<file path="config.mk">
export PLATFORM = sky130hd
export DESIGN_NAME = io_supply_sequencer
export DESIGN_NICKNAME = d
export VERILOG_FILES = /design/src/rtl/io_supply_seq_pkg.sv /design/src/rtl/io_supply_seq_sync.sv /design/src/rtl/io_supply_sequencer.sv
export SDC_FILE = /design/constraint.sdc
export NUM_CORES = 1
export LEC_CHECK = 0
export CAP_MARGIN = 10
export CORE_MARGIN = 1
export CORE_UTILIZATION = 60
export CTS_BUF_LIST = sky130_fd_sc_hd__clkbuf_16
export CTS_CLUSTER_SIZE = 30
export DETAILED_ROUTE_END_ITERATION = 12
export MAX_ROUTING_LAYER = met4
export PLACE_DENSITY = 0.9
export SLEW_MARGIN = 20
export SYNTH_ARGS = -nofsm -noshare
export SYNTH_HDL_FRONTEND = slang
export SYNTH_SLANG_ARGS = --single-unit
</file>
<file path="constraint.sdc">
create_clock -name clk_i -period 4 [get_ports clk_i]
set_input_delay 0.6 -clock clk_i [delete_from_list [all_inputs] [get_ports clk_i]]
set_output_delay 0.6 -clock clk_i [all_outputs]
set_load 0.05 [all_outputs]
</file>
<file path="src/rtl/io_supply_seq_pkg.sv">
// Shared types and helpers for the IO-ring supply-domain sequencer.
package io_supply_seq_pkg;

    typedef enum logic [2:0] {
        OFF,
        UP_WAIT,
        UP_SETTLE,
        ON,
        DN_ISO,
        DN_WAIT,
        FAULT
    } seq_state_t;

    localparam int unsigned SYNC_DEPTH = 2;

    // Timer must hold the larger of the settle and timeout intervals without wrapping.
    function automatic int unsigned timer_width(input int unsigned settle, input int unsigned timeout);
        int unsigned longest;
        longest = (settle > timeout) ? settle : timeout;
        return $clog2(longest) + 1;
    endfunction

endpackage

</file>
<file path="src/rtl/io_supply_seq_sync.sv">
// Multi-bit flop-chain synchroniser for the pad-ring power-good detectors.
module io_supply_seq_sync
    import io_supply_seq_pkg::*;
#(
    parameter int unsigned WIDTH = 4
) (
    input  logic             clk_i,
    input  logic             rst_i,
    input  logic [WIDTH-1:0] d_i,
    output logic [WIDTH-1:0] q_o
);

    logic [WIDTH-1:0] stage [SYNC_DEPTH];

    always_ff @(posedge clk_i) begin
        if (rst_i) begin
            for (int unsigned i = 0; i < SYNC_DEPTH; i++) stage[i] <= '0;
        end else begin
            stage[0] <= d_i;
            for (int unsigned i = 1; i < SYNC_DEPTH; i++) stage[i] <= stage[i-1];
        end
    end

    assign q_o = stage[SYNC_DEPTH-1];

endmodule

</file>
<file path="src/rtl/io_supply_sequencer.sv">
// N-domain supply sequencer: ascending power-up, descending power-down, sticky fault.
// Optional IO_SUPPLY_SEQ_SYNC_EN inserts a 2-flop synchroniser on pg_i.
module io_supply_sequencer
    import io_supply_seq_pkg::*;
#(
    parameter int unsigned N_DOMAINS      = 4,
    parameter int unsigned SETTLE_CYCLES  = 16,
    parameter int unsigned TIMEOUT_CYCLES = 1024
) (
    input  logic                        clk_i,
    input  logic                        rst_i,
    input  logic                        pwr_req_i,
    input  logic [N_DOMAINS-1:0]        pg_i,
    output logic [N_DOMAINS-1:0]        en_o,
    output logic [N_DOMAINS-1:0]        iso_o,
    output logic                        ready_o,
    output logic                        busy_o,
    output logic                        err_o,
    output logic [$clog2(N_DOMAINS):0]  err_idx_o
);

    localparam int unsigned TW = timer_width(SETTLE_CYCLES, TIMEOUT_CYCLES);
    localparam int unsigned IW = (N_DOMAINS > 1) ? $clog2(N_DOMAINS) : 1;
    localparam int unsigned EW = $clog2(N_DOMAINS) + 1;
    localparam logic [IW-1:0] LAST_IDX    = IW'(N_DOMAINS - 1);
    localparam logic [TW-1:0] SETTLE_END  = TW'(SETTLE_CYCLES - 1);
    localparam logic [TW-1:0] TIMEOUT_END = TW'(TIMEOUT_CYCLES - 1);

    logic [N_DOMAINS-1:0] pg_s;

`ifdef IO_SUPPLY_SEQ_SYNC_EN
    io_supply_seq_sync #(.WIDTH(N_DOMAINS)) u_sync (
        .clk_i(clk_i),
        .rst_i(rst_i),
        .d_i  (pg_i),
        .q_o  (pg_s)
    );
`else
    assign pg_s = pg_i;
`endif

    seq_state_t           state_q, state_d;
    logic [IW-1:0]        idx_q, idx_d;
    logic [TW-1:0]        timer_q, timer_d;
    logic [N_DOMAINS-1:0] en_d, iso_d;
    logic                 err_d;
    logic [EW-1:0]        err_idx_d, fail_idx;

    always_comb begin
        fail_idx = '0;
        for (int unsigned i = N_DOMAINS; i > 0; i--) begin
            if (!pg_s[i-1]) fail_idx = EW'(i - 1);
        end
    end

    always_comb begin
        state_d   = state_q;
        idx_d     = idx_q;
        timer_d   = (timer_q == '1) ? timer_q : timer_q + 1'b1;
        en_d      = en_o;
        iso_d     = iso_o;
        err_d     = err_o;
        err_idx_d = err_idx_o;
        case (state_q)
            OFF: if (pwr_req_i) begin
                state_d  = UP_WAIT;
                idx_d    = '0;
                en_d[0]  = 1'b1;
                timer_d  = '0;
            end
            UP_WAIT: begin
                if (pg_s[idx_q]) begin
                    state_d = UP_SETTLE;
                    timer_d = '0;
                end else if (timer_q == TIMEOUT_END) begin
                    state_d   = FAULT;
                    err_idx_d = EW'(idx_q);
                end else if (!pwr_req_i) begin
                    state_d      = DN_ISO;
                    iso_d[idx_q] = 1'b1;
                    timer_d      = '0;
                end
            end
            UP_SETTLE: begin
                // Abort wins over completion so a dropped request never de-isolates.
                if (!pwr_req_i) begin
                    state_d      = DN_ISO;
                    iso_d[idx_q] = 1'b1;
                    timer_d      = '0;
                end else if (timer_q == SETTLE_END) begin
                    iso_d[idx_q] = 1'b0;
                    timer_d      = '0;
                    if (idx_q == LAST_IDX) begin
                        state_d = ON;
                    end else begin
                        state_d     = UP_WAIT;
                        idx_d       = idx_q + 1'b1;
                        en_d[idx_d] = 1'b1;
                    end
                end
            end
            ON: begin
                if (pg_s != '1) begin
                    state_d   = FAULT;
                    err_idx_d = fail_idx;
                end else if (!pwr_req_i) begin
                    state_d         = DN_ISO;
                    idx_d           = LAST_IDX;
                    iso_d[LAST_IDX] = 1'b1;
                    timer_d         = '0;
                end
            end
            DN_ISO: if (timer_q == SETTLE_END) begin
                state_d     = DN_WAIT;
                en_d[idx_q] = 1'b0;
                timer_d     = '0;
            end
            DN_WAIT: begin
                if (!pg_s[idx_q]) begin
                    timer_d = '0;
                    if (idx_q == '0) begin
                        state_d = OFF;
                    end else begin
                        state_d      = DN_ISO;
                        idx_d        = idx_q - 1'b1;
                        iso_d[idx_d] = 1'b1;
                    end
                end else if (timer_q == TIMEOUT_END) begin
                    state_d   = FAULT;
                    err_idx_d = EW'(idx_q);
                end
            end
            FAULT: if (!pwr_req_i) begin
                state_d = OFF;
                err_d   = 1'b0;
            end
            default: state_d = OFF;
        endcase
        if (state_d == FAULT) begin
            en_d  = '0;
            iso_d = '1;
            err_d = 1'b1;
        end
    end

    always_ff @(posedge clk_i) begin
        if (rst_i) begin
            state_q   <= OFF;
            idx_q     <= '0;
            timer_q   <= '0;
            en_o      <= '0;
            iso_o     <= '1;
            ready_o   <= 1'b0;
            busy_o    <= 1'b0;
            err_o     <= 1'b0;
            err_idx_o <= '0;
        end else begin
            state_q   <= state_d;
            idx_q     <= idx_d;
            timer_q   <= timer_d;
            en_o      <= en_d;
            iso_o     <= iso_d;
            ready_o   <= (state_d == ON);
            busy_o    <= (state_d inside {UP_WAIT, UP_SETTLE, DN_ISO, DN_WAIT});
            err_o     <= err_d;
            err_idx_o <= err_idx_d;
        end
    end

endmodule
</file>
==> results of run 1 <==
flip-flops by register name, summed over array words and instances, names as in the netlist:
signal	flops
busy_o	1
iso_o	4
err_idx_o	2
err_o	1
ready_o	1
en_o	4
idx_q	2
timer_q	11
state_q	3
cell usage after synthesis, types with 2 or more instances:
master	count	area (um^2)
a211oi_1	2	15.01
nand2_1	17	63.81
nor3_1	9	45.04
mux2i_1	4	40.04
nand3_1	13	65.06
buf_4	2	15.01
nand2b_1	6	37.54
a22oi_1	2	15.01
nor4_1	5	31.28
a311oi_1	3	26.28
nand3b_1	2	15.01
buf_1	4	15.01
a221o_1	2	20.02
a21oi_1	12	60.06
o41ai_1	2	17.52
o21a_1	2	15.01
o21ai_0	12	60.06
nor2b_1	6	37.54
a21o_1	3	22.52
nor2_1	17	63.81
ha_1	6	75.07
xnor2_1	7	61.31
buf_2	4	20.02
a2111oi_2	2	30.03
nand4_1	6	37.54
dfxtp_1	29	580.6
or2_2	3	18.77
a31oi_1	2	12.51
clkbuf_1	5	18.77
or3_1	2	12.51
and3b_1	2	17.52
inv_1	11	41.29
o211a_1	3	30.03
o31a_1	2	17.52
nor3b_1	5	37.54
a32oi_1	4	35.03
o31ai_1	3	22.52
a41oi_1	3	26.28
kinds of logic (layout without fill, tap and decap cells):
group | count (synthesis) | count (layout) | synth area share
xor+xnor | 8 | 8 | 0.03330
mux | 5 | 5 | 0.02973
buf+inv | 26 | 38 | 0.05232
compound gates | 75 | 75 | 0.2890
simple gates | 105 | 105 | 0.2824
fa+ha+maj | 6 | 6 | 0.03567
flops | 29 | 29 | 0.2759
other cells | 1 | 1 | 0.001782
worst paths after layout:
| path | cells past startpoint | slack (ns) | from | to |
|---|---|---|---|---|
| worst max-delay path | 6 | 1.27 | pwr_req_i | iso_o[3]$_SDFFE_PP1P_ |
| worst min register to register | 2 | 0.48 | err_o$_SDFFE_PP0P_ | err_o$_SDFFE_PP0P_ |
| worst max register to register | 5 | 1.50 | state_q[0]$_SDFF_PP0_ | timer_q[0]$_SDFF_PP0_ |
| worst min-delay path | 2 | 0.48 | err_o$_SDFFE_PP0P_ | err_o$_SDFFE_PP0P_ |
layout make-up:
cell class / instances / area [um^2]
fillers: 238 / 915.9
clock buffers: 5 / 125.1
flip-flops and latches: 29 / 580.6
inverters: 11 / 41.29
clock inverters: 3 / 12.51
well taps: 46 / 57.56
multi-input cells: 200 / 1414
repair buffers: 19 / 190.2
layer usage:
| layer | vias to the layer above | wire length, um | global-route usage |
|---|---|---|---|
| met5 | - | 0 | - |
| met4 | 0 | 83 | 0.1136 |
| met3 | 14 | 467 | 0.06723 |
| met2 | 113 | 2484 | 0.4845 |
| met1 | 979 | 2224 | 0.4005 |
| li1 | 998 | - | - |
through the flow:
step	hold slack [ns]	area [um^2]	total power, mW	cells
2_1_floorplan	0.4869	2105	0.5739	255
3_3_place_gp	0.4682	2283	0.6363	305
3_5_place_dp	0.4740	2283	0.6427	305
4_1_cts	0.4766	2421	0.9928	313
5_1_grt	0.4977	2421	1.040	313
6_report	0.4788	2421	0.9908	313
power breakdown:
part           internal [mW]  leakage, nW  switching [mW]
sequential             0.311        0.236          0.0384
combinational          0.118        0.544           0.179
clock                  0.223       0.0687           0.121
total                  0.653        0.848           0.338
worst max-delay path, delay by kind of cell:
kind                   cells  cell delay, ns
AOI/OAI and AO/OA          4            1.06
buffers and inverters      1            0.77
and+or+nand+nor            1            0.45
==> impl_metrics.json, run 1 <==
{
  "drv_slew": 0,
  "path_max_fanout": 15,
  "track_usage": 0.3129,
  "hpwl_um": 3721,
  "routed_wl_um": 5259,
  "setup_viol": 0,
  "cp.required_ns": 4.16,
  "grt_overflow": 0,
  "synth_cell_types": 69,
  "syn2layout_area_growth_pct": 15.04,
  "insertion_delay_ns": 0.27,
  "worst_clock_skew_ns": 0.002453,
  "final_cell_mix": "dfxtp_1, clkdlybuf4s50_1, nand2_1, nor2_1, nand3_1",
  "setup_tns_ns": 0,
  "grt_max_degree": 31,
  "drtAntennaViolNets": 0,
  "ys_warn_count": 0,
  "port_buffers": 19,
  "cp-end-kind": "register",
  "rows": 21,
  "path_class": "in -> reg",
  "synth.ff_latch_count": 29,
  "async_flop_share": 0,
  "clk_pin_slew_ns": 0.05,
  "cp_slowest_cell": "clkdlybuf4s50_1",
  "cpPeakStageDelay_ns": 0.77,
  "die_h_um": 61.23,
  "synthFlopType": "dfxtp_1",
  "synth_area_um2": 2105,
  "antenna_found_initial": 0,
  "drive_gt1_frac": 0.09738,
  "yosysSeqAreaShare": 0.2759,
  "slew_headroom": 0.3826,
  "synth_edf_count": 0,
  "max_cap_viol_count": 0,
  "worstMarginPinSlew_ns": 0.9248,
  "final_hold_viol_count": 0,
  "cts_setup_buffers": 0,
  "period_share": 0.6829,
  "synth_fp_nets": 268,
  "fin_util": 0.7255,
  "core_region_area_um2": 3337,
  "initial_core_util": 0.6307,
  "viasPerCell": 6.722,
  "root_buffer": "clkbuf_16",
  "die_w_um": 61.23,
  "num_antenna_cells": 0,
  "avgRoutedWirePerCell_um": 16.80,
  "cts_tree": "built",
  "clock_sinks": 29,
  "pin_count": 21,
  "numCtsBuffers": 5,
  "fmax_ghz": 0.3661,
  "powerDensity_nw_per_um2": 409.3,
  "final_common_cell": "dfxtp_1",
  "grt_pass1_wl_um": 8293,
  "layout_setup_ws_ns": 1.268,
  "cts_resized": 0,
  "htree_levels": 2,
  "ctsHoldBuffers": 0,
  "rsz0062_at_grt": "no",
  "routabilityCongestion": 0.9067,
  "hp-class": "reg -> reg",
  "irDropWorstVdd_mv": 0.3817,
  "drt-initial-drc-count": 278,
  "vias": 2104,
  "cp.arrival_ns": 2.89,
  "drc": 0,
  "status": "finished clean",
  "clk_path_buf_depth": 2,
  "synthCells": 255,
  "cp-start-kind": "input port",
  "firstDrtPassIters": 6,
  "cp_cell_sequence": "clkdlybuf4s50_1 -> nor2b_1 -> o31ai_1 -> a221oi_4 -> a21oi_2 -> a2111o_1",
  "pre_cts_slack_ns": 1.077,
  "leakage_nw": 0.8481,
  "first_global_vias": 1855,
  "period_needed_ns": 2.732,
  "die_area_um2": 3749,
  "avgSynthCellArea_um2": 8.253,
  "final_nets": 279
}
(Power assumes the default switching activity.)
==> run 2, diff against run 1 <==
--- a/config.mk
+++ b/config.mk
@@ -7,12 +7,12 @@
 export LEC_CHECK = 0
 export CAP_MARGIN = 10
 export CORE_MARGIN = 1
-export CORE_UTILIZATION = 60
+export CORE_UTILIZATION = 57
 export CTS_BUF_LIST = sky130_fd_sc_hd__clkbuf_16
 export CTS_CLUSTER_SIZE = 30
 export DETAILED_ROUTE_END_ITERATION = 12
 export MAX_ROUTING_LAYER = met4
-export PLACE_DENSITY = 0.9
+export PLACE_DENSITY = 0.87
 export SLEW_MARGIN = 20
 export SYNTH_ARGS = -nofsm -noshare
 export SYNTH_HDL_FRONTEND = slang
==> constraint.sdc (replaced) <==
create_clock -name clk_i -period 2.6 [get_ports clk_i]
set_input_delay 0.39 -clock clk_i [delete_from_list [all_inputs] [get_ports clk_i]]
set_output_delay 0.39 -clock clk_i [all_outputs]
set_load 0.05 [all_outputs]
==> run 2 against run 1 <==
- die area increased by 5.1%
- sequential power increased by 51%
- first-iteration DRC count fell by 22%
- highest routed layer unchanged
- largest cell class unchanged
- non-clock buffer count up 8
- utilization hardly changed
- combinational power up 67%
- sequential cell count did not move
- power is 60% higher
==> impl_metrics.json, run 2 (same netlist as run 1, synthesis figures left out) <==
{
  "cts_tree": "built",
  "setup_tns_ns": 0,
  "cp.arrival_ns": 2.49,
  "r2r_setup_slack_ns": 0.30,
  "final_common_cell": "dfxtp_1",
  "die_w_um": 62.76,
  "grt_pass1_wl_um": 9370,
  "fmax_ghz": 0.4348,
  "routed_wl_um": 5501,
  "cpPeakStageDelay_ns": 0.78,
  "path_max_fanout": 21,
  "largest_reg_flops": 11,
  "status": "finished clean",
  "routabilityCongestion": 0.8996,
  "min_to": "err_o$_SDFFE_PP0P_",
  "fillers": 263,
  "cp-end-kind": "register",
  "drt-initial-drc-count": 218,
  "htree_levels": 2,
  "leakage_nw": 0.8921,
  "final_hold_viol_count": 0,
  "cts_setup_buffers": 0,
  "hp-class": "reg -> reg",
  "irDropWorstVdd_mv": 0.5006,
  "track_usage": 0.3110,
  "final_nets": 287,
  "hpwl_um": 3890,
  "cp_cell_sequence": "nor2b_1 -> or2_2 -> a221o_1 -> a41o_1 -> nor3b_1",
  "syn2layout_area_growth_pct": 18.73,
  "clk_path_buf_depth": 2,
  "die_h_um": 62.76,
  "firstDrtPassIters": 5,
  "worstReg2RegStart": "state_q[2]$_SDFF_PP0_",
  "hold_depth": 2,
  "insertion_delay_ns": 0.28,
  "period_share": 0.8847,
  "vias": 2145,
  "hold-worst-slack_ns": 0.4778,
  "path_class": "reg -> reg",
  "rr_endpoint": "timer_q[0]$_SDFF_PP0_",
  "root_buffer": "clkbuf_16",
  "regMostFlops": "timer_q",
  "slew_headroom": 0.5166,
  "cp-start-kind": "register",
  "fin_util": 0.7259,
  "port_buffers": 19,
  "worstHoldStart": "err_o$_SDFFE_PP0P_",
  "avgRoutedWirePerCell_um": 17.14,
  "worstMarginPinSlew_ns": 0.7242,
  "drc": 0,
  "core_region_area_um2": 3442,
  "die_area_um2": 3939,
  "antenna_found_initial": 0,
  "ctsHoldBuffers": 0,
  "clock_sinks": 29,
  "drtAntennaViolNets": 0,
  "pin_count": 21,
  "ff2ff_path_depth": 5,
  "cp.required_ns": 2.79,
  "largestRegisters": "timer_q (11), en_o (4), iso_o (4)",
  "initial_core_util": 0.6114,
  "drv_slew": 0,
  "max_cap_viol_count": 0,
  "setup_viol": 0,
  "rows": 21,
  "drive_gt1_frac": 0.1309,
  "final_cells": 321,
  "critPathTopFamily": "flip-flops",
  "grt_max_degree": 25,
  "worst_clock_skew_ns": 0.004086,
  "final_cell_mix": "dfxtp_1, clkdlybuf4s50_1, nand2_1, nor2_1, nand3_1",
  "grt_overflow": 0,
  "powerDensity_nw_per_um2": 632.8,
  "cp_num_buf_inv": 0,
  "clk_pin_slew_ns": 0.05,
  "num_antenna_cells": 0,
  "cp_slowest_cell": "dfxtp_1",
  "viasPerCell": 6.682,
  "rsz0062_at_grt": "no",
  "first_global_vias": 2043,
  "numCtsBuffers": 5,
  "cts_resized": 0,
  "dp.cells": 313,
  "period_needed_ns": 2.300
}
## run 2: report_power, final
group | leakage, nW | internal [mW] | total [mW] | switching [mW]
Clock | 0.0696 | 0.350 | 0.555 | 0.205
Combinational | 0.587 | 0.205 | 0.497 | 0.292
Sequential | 0.236 | 0.478 | 0.530 | 0.0511
Total | 0.892 | 1.03 | 1.58 | 0.548
## run 2: worst max path at each step
stage / startpoint / end / slack (ns) / cells after the start
floorplan: idx_q[0]$_SDFFE_PP0P_ / iso_o[3]$_SDFFE_PP1P_ / 0.54 / 6
global placement: pg_i[0] / iso_o[3]$_SDFFE_PP1P_ / 0.11 / 6
detailed placement: pg_i[0] / iso_o[3]$_SDFFE_PP1P_ / 0.05 / 6
CTS: pg_i[3] / iso_o[3]$_SDFFE_PP1P_ / 0.35 / 6
global route: state_q[2]$_SDFF_PP0_ / timer_q[0]$_SDFF_PP0_ / 0.18 / 5
finish: state_q[2]$_SDFF_PP0_ / timer_q[0]$_SDFF_PP0_ / 0.30 / 5
## run 2: metrics by stage
step / area, um^2 / power (mW) / worst slack [ns]
after CTS: 2499 / 1.578 / 0.3458
final: 2499 / 1.581 / 0.2998
after detailed placement: 2356 / 1.017 / 0.04924
after floorplan: 2105 / 0.8829 / 0.5445
after global routing: 2499 / 1.650 / 0.1752
after global placement: 2356 / 1.004 / 0.1111
## run 2: worst reg2reg max path, delay by kind of cell (launching register included)
| kind | cells | cell delay, ns |
|---|---|---|
| AO/OA/AOI/OAI | 2 | 0.74 |
| AND/OR/NAND/NOR | 3 | 0.71 |
| flip-flops | 1 | 0.78 |
## run 2: final cells by class
type / instances / area [um^2] / area share
multi-input cells: 200 / 1414 / 0.5658
clock buffers: 5 / 125.1 / 0.05008
repair buffers: 27 / 262.8 / 0.1052
clock inverters: 3 / 17.52 / 0.007011
well taps: 46 / 57.56 / 0.02303
inverters: 11 / 41.29 / 0.01652
flip-flops and latches: 29 / 580.6 / 0.2323
## run 2: per-layer routing
layer	wire, um	vias to the layer above	global-route usage
li1	-	1003	-
met1	2338	1019	0.3787
met2	2591	108	0.4783
met3	435	15	0.08394
met4	136	0	0.1395
met5	0	-	-
==> run 3, diff against run 2 <==
--- a/config.mk
+++ b/config.mk
@@ -6,8 +6,10 @@
 export NUM_CORES = 1
 export LEC_CHECK = 0
 export CAP_MARGIN = 10
+export CELL_PAD_IN_SITES_DETAIL_PLACEMENT = 0
+export CELL_PAD_IN_SITES_GLOBAL_PLACEMENT = 1
 export CORE_MARGIN = 1
-export CORE_UTILIZATION = 57
+export CORE_UTILIZATION = 43
 export CTS_BUF_LIST = sky130_fd_sc_hd__clkbuf_16
 export CTS_CLUSTER_SIZE = 30
 export DETAILED_ROUTE_END_ITERATION = 12
==> run 3 against run 2 <==
- sequential cell count unchanged
- sequential power down 2%
- cell count is 9.0% higher
- via count down 2.8%
- clock skew is 0.0027 ns higher
- maximum frequency is 0.11% higher
- sequential share of layout area decreased by 0.62 points
- highest routed layer unchanged
==> impl_metrics.json, run 3 (same netlist as run 1, synthesis figures left out) <==
{
  "numCtsBuffers": 5,
  "grt_pass1_wl_um": 9418,
  "grt_overflow": 0,
  "final_nets": 295,
  "core_region_area_um2": 4723,
  "final_hold_viol_count": 0,
  "clk_pin_slew_ns": 0.05,
  "cp.required_ns": 2.76,
  "hp-class": "reg -> reg",
  "pin_count": 21,
  "track_usage": 0.2410,
  "vias": 2084,
  "p_sw_mw": 0.5326,
  "insertion_delay_ns": 0.28,
  "powerDensity_nw_per_um2": 609.1,
  "setup_viol": 0,
  "port_buffers": 19,
  "leakage_nw": 0.9278,
  "clk_path_buf_depth": 2,
  "first_global_vias": 1924,
  "drc": 0,
  "firstDrtPassIters": 4,
  "met1_usage": 0.3221,
  "die_h_um": 71.96,
  "slew_headroom": 0.6284,
  "fin_util": 0.5436,
  "path_max_fanout": 9,
  "initial_core_util": 0.4456,
  "rows": 25,
  "period_needed_ns": 2.298,
  "cp-end-kind": "register",
  "htree_levels": 2,
  "regMostFlops": "timer_q",
  "cp-start-kind": "input port",
  "intPower_mw": 1.031,
  "syn2layout_area_growth_pct": 22.00,
  "die_w_um": 71.96,
  "grtUsageMet3": 0.03472,
  "hpwl_um": 4201,
  "cts_tree": "built",
  "cts_resized": 0,
  "ctsHoldBuffers": 0,
  "drive_gt1_frac": 0.1484,
  "seqPwrFrac": 0.334,
  "status": "finished clean",
  "routabilityCongestion": 0.9011,
  "sw_frac_of_total": 0.3406,
  "largest_reg_flops": 11,
  "rsz0062_at_grt": "no",
  "drt-initial-drc-count": 125,
  "root_buffer": "clkbuf_16",
  "period_share": 0.8837,
  "antenna_found_initial": 0,
  "setup_tns_ns": 0,
  "pwr-share-clk": 0.347,
  "largestRegisters": "timer_q (11), en_o (4), iso_o (4)",
  "cp.arrival_ns": 2.46,
  "grt_max_degree": 18,
  "clock_sinks": 29,
  "grt.met2_usage": 0.3721,
  "fmax_ghz": 0.4352,
  "final_common_cell": "dfxtp_1",
  "fillers": 449,
  "viasPerCell": 5.954,
  "path_class": "in -> reg",
  "drv_slew": 0,
  "irDropWorstVdd_mv": 0.2239,
  "die_area_um2": 5178,
  "drtAntennaViolNets": 0,
  "grt_busiest_layer": "met2",
  "worst_clock_skew_ns": 0.006740,
  "avgRoutedWirePerCell_um": 16.08,
  "routed_wl_um": 5629,
  "max_cap_viol_count": 0,
  "num_antenna_cells": 0,
  "cts_setup_buffers": 0,
  "power.share.combinational": 0.319,
  "worstMarginPinSlew_ns": 0.5522,
  "final_cell_mix": "dfxtp_1, clkdlybuf4s50_1, nand2_1, nor2_1, buf_4"
}
==> run 3: cell types whose count changed in the layout (fill, tap and decap cells not counted), sizes merged <==
cell      delta
clkinvlp     -1
clkinv       +1
buf          +8
==> run 3: area by class of cell <==
class                      count  area (um^2)  share of cell area
clock inverter                 3        12.51            0.004873
tap                           67        83.83             0.03265
clock buffer                   5        125.1             0.04873
sequential                    29        580.6              0.2261
multi-input combinational    200         1414              0.5507
timing repair buffer          35        310.3              0.1209
inverter                      11        41.29             0.01608
==> run 3: power groups by stage <==
stage	Sequential, mW	Clock [mW]	Combinational [mW]
2_1_floorplan	0.577	0	0.306
3_3_place_gp	0.529	0	0.490
3_5_place_dp	0.530	0	0.494
4_1_cts	0.522	0.553	0.497
5_1_grt	0.528	0.568	0.543
6_report	0.522	0.542	0.499
==> run 3: layer usage <==
| metal | wire length [um] | part of all wire |
|---|---|---|
| met5 | 0 | 0 |
| met2 | 2655 | 0.47 |
| met3 | 249 | 0.044 |
| met1 | 2646 | 0.47 |
| met4 | 78 | 0.014 |
==> run 3: through the flow <==
step | power, mW | area [um^2] | instances | worst slack [ns] | hold WS (ns)
2_1_floorplan | 0.8829 | 2105 | 255 | 0.5445 | 0.4660
3_3_place_gp | 1.019 | 2430 | 342 | 0.07788 | 0.4673
3_5_place_dp | 1.024 | 2430 | 342 | 0.03084 | 0.4791
4_1_cts | 1.572 | 2567 | 350 | 0.3134 | 0.4862
5_1_grt | 1.639 | 2567 | 350 | 0.2137 | 0.5130
6_report | 1.564 | 2567 | 350 | 0.3024 | 0.4883
==> run 3: critical path: stages <==
cell	delay, ns
clkdlybuf4s50_1	0.46
mux4_2	0.64
nand2b_4	0.20
a221oi_4	0.34
a21oi_2	0.12
a2111o_1	0.31
==> run 3: final timing paths <==
kind	startpoint	end	slack, ns	cells after the start
worst max-delay path	pg_i[3]	iso_o[3]$_SDFFE_PP1P_	0.30	6
worst min-delay path	err_o$_SDFFE_PP0P_	err_o$_SDFFE_PP0P_	0.49	2
worst max register to register	state_q[0]$_SDFF_PP0_	iso_o[3]$_SDFFE_PP1P_	0.43	6
worst min register to register	err_o$_SDFFE_PP0P_	err_o$_SDFFE_PP0P_	0.49	2
